### src/rtl/data_mem_responder.sv
// Data-memory responder: accepts one load/store at a time, holds it for a fixed
// number of wait states, then presents read data (or store echo) until taken.
module data_mem_responder #(
  parameter int DATA_W      = 16,
  parameter int ADDR_W      = 8,
  parameter int DEPTH       = 256,
  parameter int WAIT_CYCLES = 2
) (
  input  logic              clk,
  input  logic              rst,
  input  logic              req_valid,
  output logic              req_ready,
  input  logic              req_we,
  input  logic [ADDR_W-1:0] req_addr,
  input  logic [DATA_W-1:0] req_wdata,
  output logic              resp_valid,
  input  logic              resp_ready,
  output logic [DATA_W-1:0] resp_rdata,
  output logic              resp_err,
  output logic              busy
);

  localparam int CNT_W = (WAIT_CYCLES < 1) ? 1 : $clog2(WAIT_CYCLES + 1);
  localparam int IDX_W = (DEPTH < 2) ? 1 : $clog2(DEPTH);
  localparam logic [CNT_W-1:0]  CNT_INIT = CNT_W'((WAIT_CYCLES > 0) ? WAIT_CYCLES - 1 : 0);
  localparam logic [ADDR_W:0]   DEPTH_L  = (ADDR_W + 1)'(DEPTH);

  typedef enum logic [1:0] {
    ST_IDLE = 2'd0,
    ST_WAIT = 2'd1,
    ST_RESP = 2'd2
  } state_t;

  state_t             state;
  logic [CNT_W-1:0]   cnt;
  logic               we_q;
  logic [ADDR_W-1:0]  addr_q;
  logic [DATA_W-1:0]  wdata_q;
  logic [DATA_W-1:0]  mem [0:DEPTH-1];

  logic               acc_we;
  logic [ADDR_W-1:0]  acc_addr;
  logic [DATA_W-1:0]  acc_wdata;
  logic [IDX_W-1:0]   acc_idx;
  logic               acc_hit;
  logic [DATA_W-1:0]  acc_rdata;
  logic               enter_resp;

  assign req_ready = (state == ST_IDLE);
  assign busy      = (state != ST_IDLE);

  // With zero wait states the access happens on the accept edge itself, so the
  // live request fields are used from IDLE and the captured copy otherwise.
  assign acc_we    = (state == ST_IDLE) ? req_we    : we_q;
  assign acc_addr  = (state == ST_IDLE) ? req_addr  : addr_q;
  assign acc_wdata = (state == ST_IDLE) ? req_wdata : wdata_q;
  assign acc_idx   = acc_addr[IDX_W-1:0];
  assign acc_hit   = ({1'b0, acc_addr} < DEPTH_L);
  assign acc_rdata = !acc_hit ? '0 : (acc_we ? acc_wdata : mem[acc_idx]);

  assign enter_resp = ((state == ST_IDLE) && req_valid && (WAIT_CYCLES == 0)) ||
                      ((state == ST_WAIT) && (cnt == '0));

  always_ff @(posedge clk) begin
    if (state == ST_IDLE && req_valid) begin
      we_q    <= req_we;
      addr_q  <= req_addr;
      wdata_q <= req_wdata;
    end
  end

  // Gated by rst so a store abandoned by reset never lands in the array.
  always_ff @(posedge clk) begin
    if (rst && enter_resp && acc_hit && acc_we)
      mem[acc_idx] <= acc_wdata;
  end

  always_ff @(posedge clk or negedge rst) begin
    if (!rst) begin
      state      <= ST_IDLE;
      cnt        <= '0;
      resp_valid <= 1'b0;
      resp_rdata <= '0;
      resp_err   <= 1'b0;
    end else begin
      case (state)
        ST_IDLE: begin
          if (req_valid) begin
            if (WAIT_CYCLES == 0) begin
              state      <= ST_RESP;
              resp_valid <= 1'b1;
              resp_rdata <= acc_rdata;
              resp_err   <= !acc_hit;
            end else begin
              state <= ST_WAIT;
              cnt   <= CNT_INIT;
            end
          end
        end
        ST_WAIT: begin
          if (cnt == '0) begin
            state      <= ST_RESP;
            resp_valid <= 1'b1;
            resp_rdata <= acc_rdata;
            resp_err   <= !acc_hit;
          end else begin
            cnt <= cnt - 1'b1;
          end
        end
        ST_RESP: begin
          if (resp_ready) begin
            state      <= ST_IDLE;
            resp_valid <= 1'b0;
            resp_rdata <= '0;
            resp_err   <= 1'b0;
          end
        end
        default: state <= ST_IDLE;
      endcase
    end
  end

endmodule

### config.mk
export PLATFORM = sky130hd
export DESIGN_NAME = data_mem_responder
export DESIGN_NICKNAME = d
export VERILOG_FILES = /design/src/rtl/data_mem_responder.sv
export SDC_FILE = /design/constraint.sdc
export NUM_CORES = 2
export LEC_CHECK = 0
export CAP_MARGIN = 20
export CORE_ASPECT_RATIO = 1.25
export CORE_MARGIN = 2
export CORE_UTILIZATION = 56
export CTS_BUF_LIST = sky130_fd_sc_hd__clkbuf_8 sky130_fd_sc_hd__clkbuf_16
export DETAILED_ROUTE_END_ITERATION = 7
export GPL_TIMING_DRIVEN = 1
export PLACE_DENSITY = 0.8
export SKIP_CTS_REPAIR_TIMING = 1
export SYNTH_ARGS = -nofsm -noshare
export SYNTH_HDL_FRONTEND = slang
export SYNTH_SLANG_ARGS = --single-unit
### constraint.sdc
create_clock -name clk -period 12.9 [get_ports clk]
set_clock_uncertainty 0.1 [all_clocks]
set_input_delay 1.935 -clock clk [delete_from_list [all_inputs] [get_ports clk]]
set_output_delay 1.935 -clock clk [all_outputs]
set_load 0.05 [all_outputs]
# Word-level counts from Yosys, hierarchy flattened
# Memory sizes are Yosys's and may differ from the RTL's.
# Index checks and enable logic that the tools add are counted.
# op_classes
add_sub_neg	1
n_mul	0
div_mod_pow	0
order_cmp	0
eq_ne	6
n_shift	0
muxes	20
bitwise_logic	0
n_reduce_logical	12
# op_table
op	count
16-bit two-way mux	4
16-bit case mux with 2 select lines	1
3-bit AND reduction	3
2-bit two-way mux	4
8-bit two-way mux	1
1-bit two-way mux	6
2-bit != test, second input constant	3
2-bit case mux with 3 select lines	1
2-bit nonzero test	3
1-bit logical AND	4
2-bit logical NOT	2
1-bit case mux with 2 select lines	2
2-bit case mux with 2 select lines	1
2-bit by 1-bit equality test with 1-bit output, second input constant	1
2-bit equality test, second input constant	1
2-bit by 1-bit != test with 1-bit output, second input constant	1
2-bit by 1-bit subtractor with 2-bit output, second input constant	1
# totals
regBits	47
latch_bits	0
ram_bits	4096
romBits	0
inputBits	29
out_inout_bits	20
elab_cells	48
memories	1
# mem_list
memory	words	width	read_ports	rd_ports_with_merged_regs	wr	line_no	text
mem	256	16	1	0	1	39	logic [DATA_W-1:0] mem [0:DEPTH-1];

# Logic depth before layout (Yosys ltp)
# logic_depth
word_depth	6
ltp_mapped	13
depth_no_buf	9

# Least setup slack after synthesis
# No wires, ideal clock.
# synth_timing
path_kind	reg2reg
from	register state[0]
to	memory mem[0][10] (data pin)
setup_ps	821
arrival_time_ps	5099
t_required_ps	11979
setup_slack_ps	6880
stages_incl_launch_ff	9
path_buffers	4
period_less_slack_ps	6020
path_cell_list	dfrtp_1 or2_4 buf_6 clkinv_1 buf_6 clkbuf_1 clkbuf_1 nand2_1 nand2_1
# synth_via
elab_chain_len	2
# synth_rtl
item	line_no	text
from (decl)	34	state_t state;
from (signal assigned)	80	state <= ST_IDLE;
from (signal assigned)	90	state <= ST_RESP;
from (signal assigned)	95	state <= ST_WAIT;
2-bit logical NOT	n/a	
via req_ready	12	output logic req_ready,
16-bit two-way mux	56	assign acc_wdata = (state == ST_IDLE) ? req_wdata : wdata_q;
via acc_wdata[10]	43	logic [DATA_W-1:0] acc_wdata;
to (decl)	39	
# The timed path passes the listed nets, and every way through them passes these cells.

# Worst setup path after layout
# layout_timing
from	input port req_addr[0]
to	register resp_rdata[13]
# layout_via
elab_chain_len	5
# layout_rtl
item	line_no	text
from (decl)	14	input logic [ADDR_W-1:0] req_addr,
8-bit two-way mux	55	assign acc_addr = (state == ST_IDLE) ? req_addr : addr_q;
memory read 256 x 16 bit	n/a	
16-bit two-way mux	59	assign acc_rdata = !acc_hit ? '0 : (acc_we ? acc_wdata : mem[acc_idx]);
16-bit two-way mux	101	if (cnt == '0) begin
16-bit case mux with 2 select lines	86	case (state)
to (signal assigned)	92	resp_rdata <= acc_rdata;
to (signal assigned)	104	resp_rdata <= acc_rdata;
to (decl)	18	output logic [DATA_W-1:0] resp_rdata,
# Every way passes these cells. The select of a mux whose other input is x is not followed.
# A chain may end at the register's enable or synchronous reset.

==> reports/results.env <==
PATH_COMMON_CELL='sky130_fd_sc_hd__buf_4'
YOSYSSEQAREASHARE_PCT=82.6
DETAIL_ROUTE.WIRELENGTH_MM=450
SETUP_TNS_NS=0
ASYNCSETRESETFLOPFRACSYNTH_PCT=0.507
PLACEMENTROWS=212
DRV_SLEW=0
FINAL_NETS=8870
INITIAL_CORE_UTIL_PCT=56.3
DRV_CAP=0
CTS_TREE='yes'
SYN_AREA_UM2=150000
NUMPORTBUFFERS=47
GRT_OVERFLOW_TOTAL=0
NUM_CTS_BUFFERS=368
CTS.PATH.MAX_BUFFERS=4
GRT_PASS1_VIAS=90400
GRT_ANTENNA_BEFORE_REPAIR=22
ROUTEDWLPERCELL_UM=35.5
SYNTH_CELL_TYPES=44
CRITPATHCAPTURETYPE='flop'
HPWLAFTERDP_MM=248
TIMING.CRITICAL_PATH.SLOWEST_CELL_DELAY_NS=1.06
SETUP.WORST_PATH.CLASS='primary input to flop'
DETAIL_ROUTE.VIAS_PER_CELL=7.41
STATIC-LEAKAGE-POWER_nW=50.6
YOSYS_MOST_USED_DFF='sky130_fd_sc_hd__edfxtp_1'
FINAL_HOLD_VIOL_COUNT=0
CLOCK-ROOT-BUFFER='sky130_fd_sc_hd__clkbuf_16'
SYNTH_ENABLE_FLOP_CELLS=4121
POST-ROUTE-PERIOD-UTIL_PCT=55.3
SYNTH.TOP_CELL.AREA_SHARE_PCT=82.3
DRT_ITER0_DRC=18300
WORST-ENDPOINT-ARRIVAL_NS=7.86
GRT_PASS1_WL_MM=635
SLEW_AT_THE_PIN_CLOSEST_TO_ITS_MAX_SLEW_LIMIT_NS=1.40
WORST_SETUP_PATH_START_KIND='primary input'
SYNTH.TOP_CELLS.BY_AREA='sky130_fd_sc_hd__edfxtp_1 82%, sky130_fd_sc_hd__o22ai_1 8.5%, sky130_fd_sc_hd__o21ai_0 3.3%'
CLK_LATENCY_NS=0.94
DIE_Y_EXTENT_UM=583
VIA_COUNT=94000
SYN_INST_COUNT=8665
FINAL_NUMBER_OF_SETUP_VIOLATING_ENDPOINTS=0
HOLD-WORST-SLACK_NS=0.504
MAPPEDNETLISTNETS=8695
STATUS='finished, violations left'
CRITICAL-PATH-SLOWEST-CELL='sky130_fd_sc_hd__o21ai_0'
SYNTH-WARNING-COUNT=0
POST_ROUTE_CELLS_DRIVE_ABOVE_1_SHARE_PCT=11.7
ANT_NETS=0
SYN-MEAN-INSTANCE-AREA_UM2=17.4
SYNTH.FF_LATCH_COUNT=4142
CLK_PIN_SLEW_NS=0.06
CORE_AREA_UM2=267000
RSZ0062_AT_GRT='no'
FAILED_CHECKS='design-rule violations'
WORST_PATH_DOMINANT_CELL_FAMILY='compound AO/OA/AOI/OAI gates'
GP_WEIGHTED_CONGESTION=0.913
CRITPATHMAXFANOUT=71
AREA_GROWTH_PCT=11.8
DETAIL_ROUTE.FIRST_PASS.ITERATIONS=8
MAX_CLOCK_FREQ_MHz=140
REMAINING_DRC_ERRORS=3
WORST-ENDPOINT-REQUIRED_NS=13.63
OVERALL_GLOBAL_ROUTING_USAGE_PCT=32.2
IO-PIN-COUNT=49
CLOCK-SINKS=4142
GRT_MAX_DEGREE=197
SYNTH_LARGEST_AREA_CELL='sky130_fd_sc_hd__edfxtp_1'
SHORTEST_CLOCK_PERIOD_THE_WORST_PATH_ALLOWS_AFTER_LAYOUT_NS=7.13
CRITICAL_PATH_BUF_INV_COUNT=4
MAX_SLEW_MARGIN_PCT=6.51
POWER.IR.VDD_WORST_mV=0.246
POWER_DENSITY_nW_PER_UM2=232
LEVEL_COUNT_OF_THE_CLOCK_H_TREE=5
CRITICAL_PATH.CELL_CHAIN='clkdlybuf4s50_1 > nor4bb_1 > a31oi_4 > buf_4 > buf_4 > o22ai_1 > o21ai_0 > a41oi_1 > o41ai_2 > buf_4 > nand4_1 > o211ai_2'
CHIP_WIDTH_UM=468
FLOORPLAN.DIE_AREA_UM2=273000
WORSTHOLDPATHTYPE='flop to flop'
## sequential cells by signal, summed over array words and instances (netlist names)
register	count
mem	4096
resp_rdata	16
wdata_q	16
addr_q	8
cnt	2
state	2
resp_valid	1
we_q	1
## stage by stage
| step | area [µm²] | worst slack, ns | total power, mW | utilization (%) | std cells |
|---|---|---|---|---|---|
| after CTS | 168000 | 6.17 | 38.4 | 62.9 | 12600 |
| final | 168000 | 5.77 | 39.1 | 63.0 | 12700 |
| after detailed placement | 156000 | 5.41 | 27.8 | 58.4 | 12000 |
| after global routing | 168000 | 5.91 | 39.6 | 63.0 | 12700 |
| after global placement | 156000 | 4.45 | 27.4 | 58.3 | 12000 |
| after floorplan | 150000 | 6.88 | 24.1 | - | 8665 |
## Yosys cell counts (37+ instances only)
cell	instances
sky130_fd_sc_hd__nor2_1	263
sky130_fd_sc_hd__buf_4	45
sky130_fd_sc_hd__o21ai_1	38
sky130_fd_sc_hd__buf_6	37
sky130_fd_sc_hd__clkbuf_1	268
sky130_fd_sc_hd__o21ai_0	988
sky130_fd_sc_hd__o22ai_1	2048
sky130_fd_sc_hd__a41oi_1	256
sky130_fd_sc_hd__edfxtp_1	4121
sky130_fd_sc_hd__nand2_1	104
sky130_fd_sc_hd__o41ai_1	64
sky130_fd_sc_hd__buf_2	299
## layout make-up
type,instances,area (µm²)
antenna,21,52.6
clock buffer,379,9390
clock inverter,277,2390
fill,16400,98900
inverter,10,37.5
multi-input combinational,3860,23600
sequential,4142,124000
tap,3531,4420
timing repair buffer,458,4070
## worst paths after layout
kind,start,to,slack (ns),depth (start not counted)
hold / removal,cnt[1],cnt[1],0.50,2
setup reg to reg,state[1],resp_rdata[13],5.91,11
hold reg to reg,cnt[1],cnt[1],0.50,2
max in group asynchronous,rst,resp_rdata[4],10.67,2
min in group asynchronous,rst,cnt[1],1.56,2
setup / recovery,req_addr[0],resp_rdata[13],5.77,12
## metal layers
layer	GRT usage [%]	routed length, µm	vias up
met5	0	149	-
met4	25.6	44600	22
met3	9.08	68900	2115
met2	49.1	205000	9549
met1	38.7	131000	45500
li1	-	-	36700
## kinds of logic after synthesis
group,count (synthesis),synth area share (%)
adders and majority gates,1,0.00832
and+or+nand+nor,430,1.19
other,1,0.00249
muxes,1,0.00748
DFF,4142,82.6
AOI/OAI and AO/OA,3427,14.0
buffers and inverters,663,2.21
## worst reg2reg max path, stage by stage, from the launching register on
cell                       delay (ns)
sky130_fd_sc_hd__dfrtp_1         0.80
sky130_fd_sc_hd__or2_4           0.71
sky130_fd_sc_hd__a31oi_4         0.98
sky130_fd_sc_hd__buf_4           0.71
sky130_fd_sc_hd__buf_4           0.90
sky130_fd_sc_hd__o22ai_1         0.27
sky130_fd_sc_hd__o21ai_0         1.06
sky130_fd_sc_hd__a41oi_1         0.36
sky130_fd_sc_hd__o41ai_2         0.39
sky130_fd_sc_hd__buf_4           0.28
sky130_fd_sc_hd__nand4_1         0.15
sky130_fd_sc_hd__o211ai_2        0.22
## where the power goes
part / switching [mW] / total, mW / internal, mW / leakage [nW]
Clock: 4.84 / 10.9 / 6.01 / 6.04
Sequential: 0.115 / 17.6 / 17.4 / 37.4
Combinational: 8.60 / 10.7 / 2.08 / 7.11
## placed cells by master (no fill, tap or decap), drive strengths merged, types with 3 or more instances in the layout
| cell type | count |
|---|---|
| edfxtp | 4121 |
| o22ai | 2048 |
| o21ai | 1026 |
| buf | 410 |
| clkbuf | 380 |
| nor2 | 263 |
| a41oi | 256 |
| clkinv | 145 |
| nand2 | 104 |
| inv | 93 |
| o41ai | 64 |
| clkdlybuf4s50 | 47 |
| bufinv | 36 |
| nand4 | 33 |
| diode | 21 |
| dfrtp | 21 |
| o211ai | 16 |
| clkinvlp | 13 |
| nand3b | 9 |
| a31oi | 6 |
| nand3 | 6 |
| o31ai | 3 |
No activity file was read; power rests on OpenSTA's default activity.
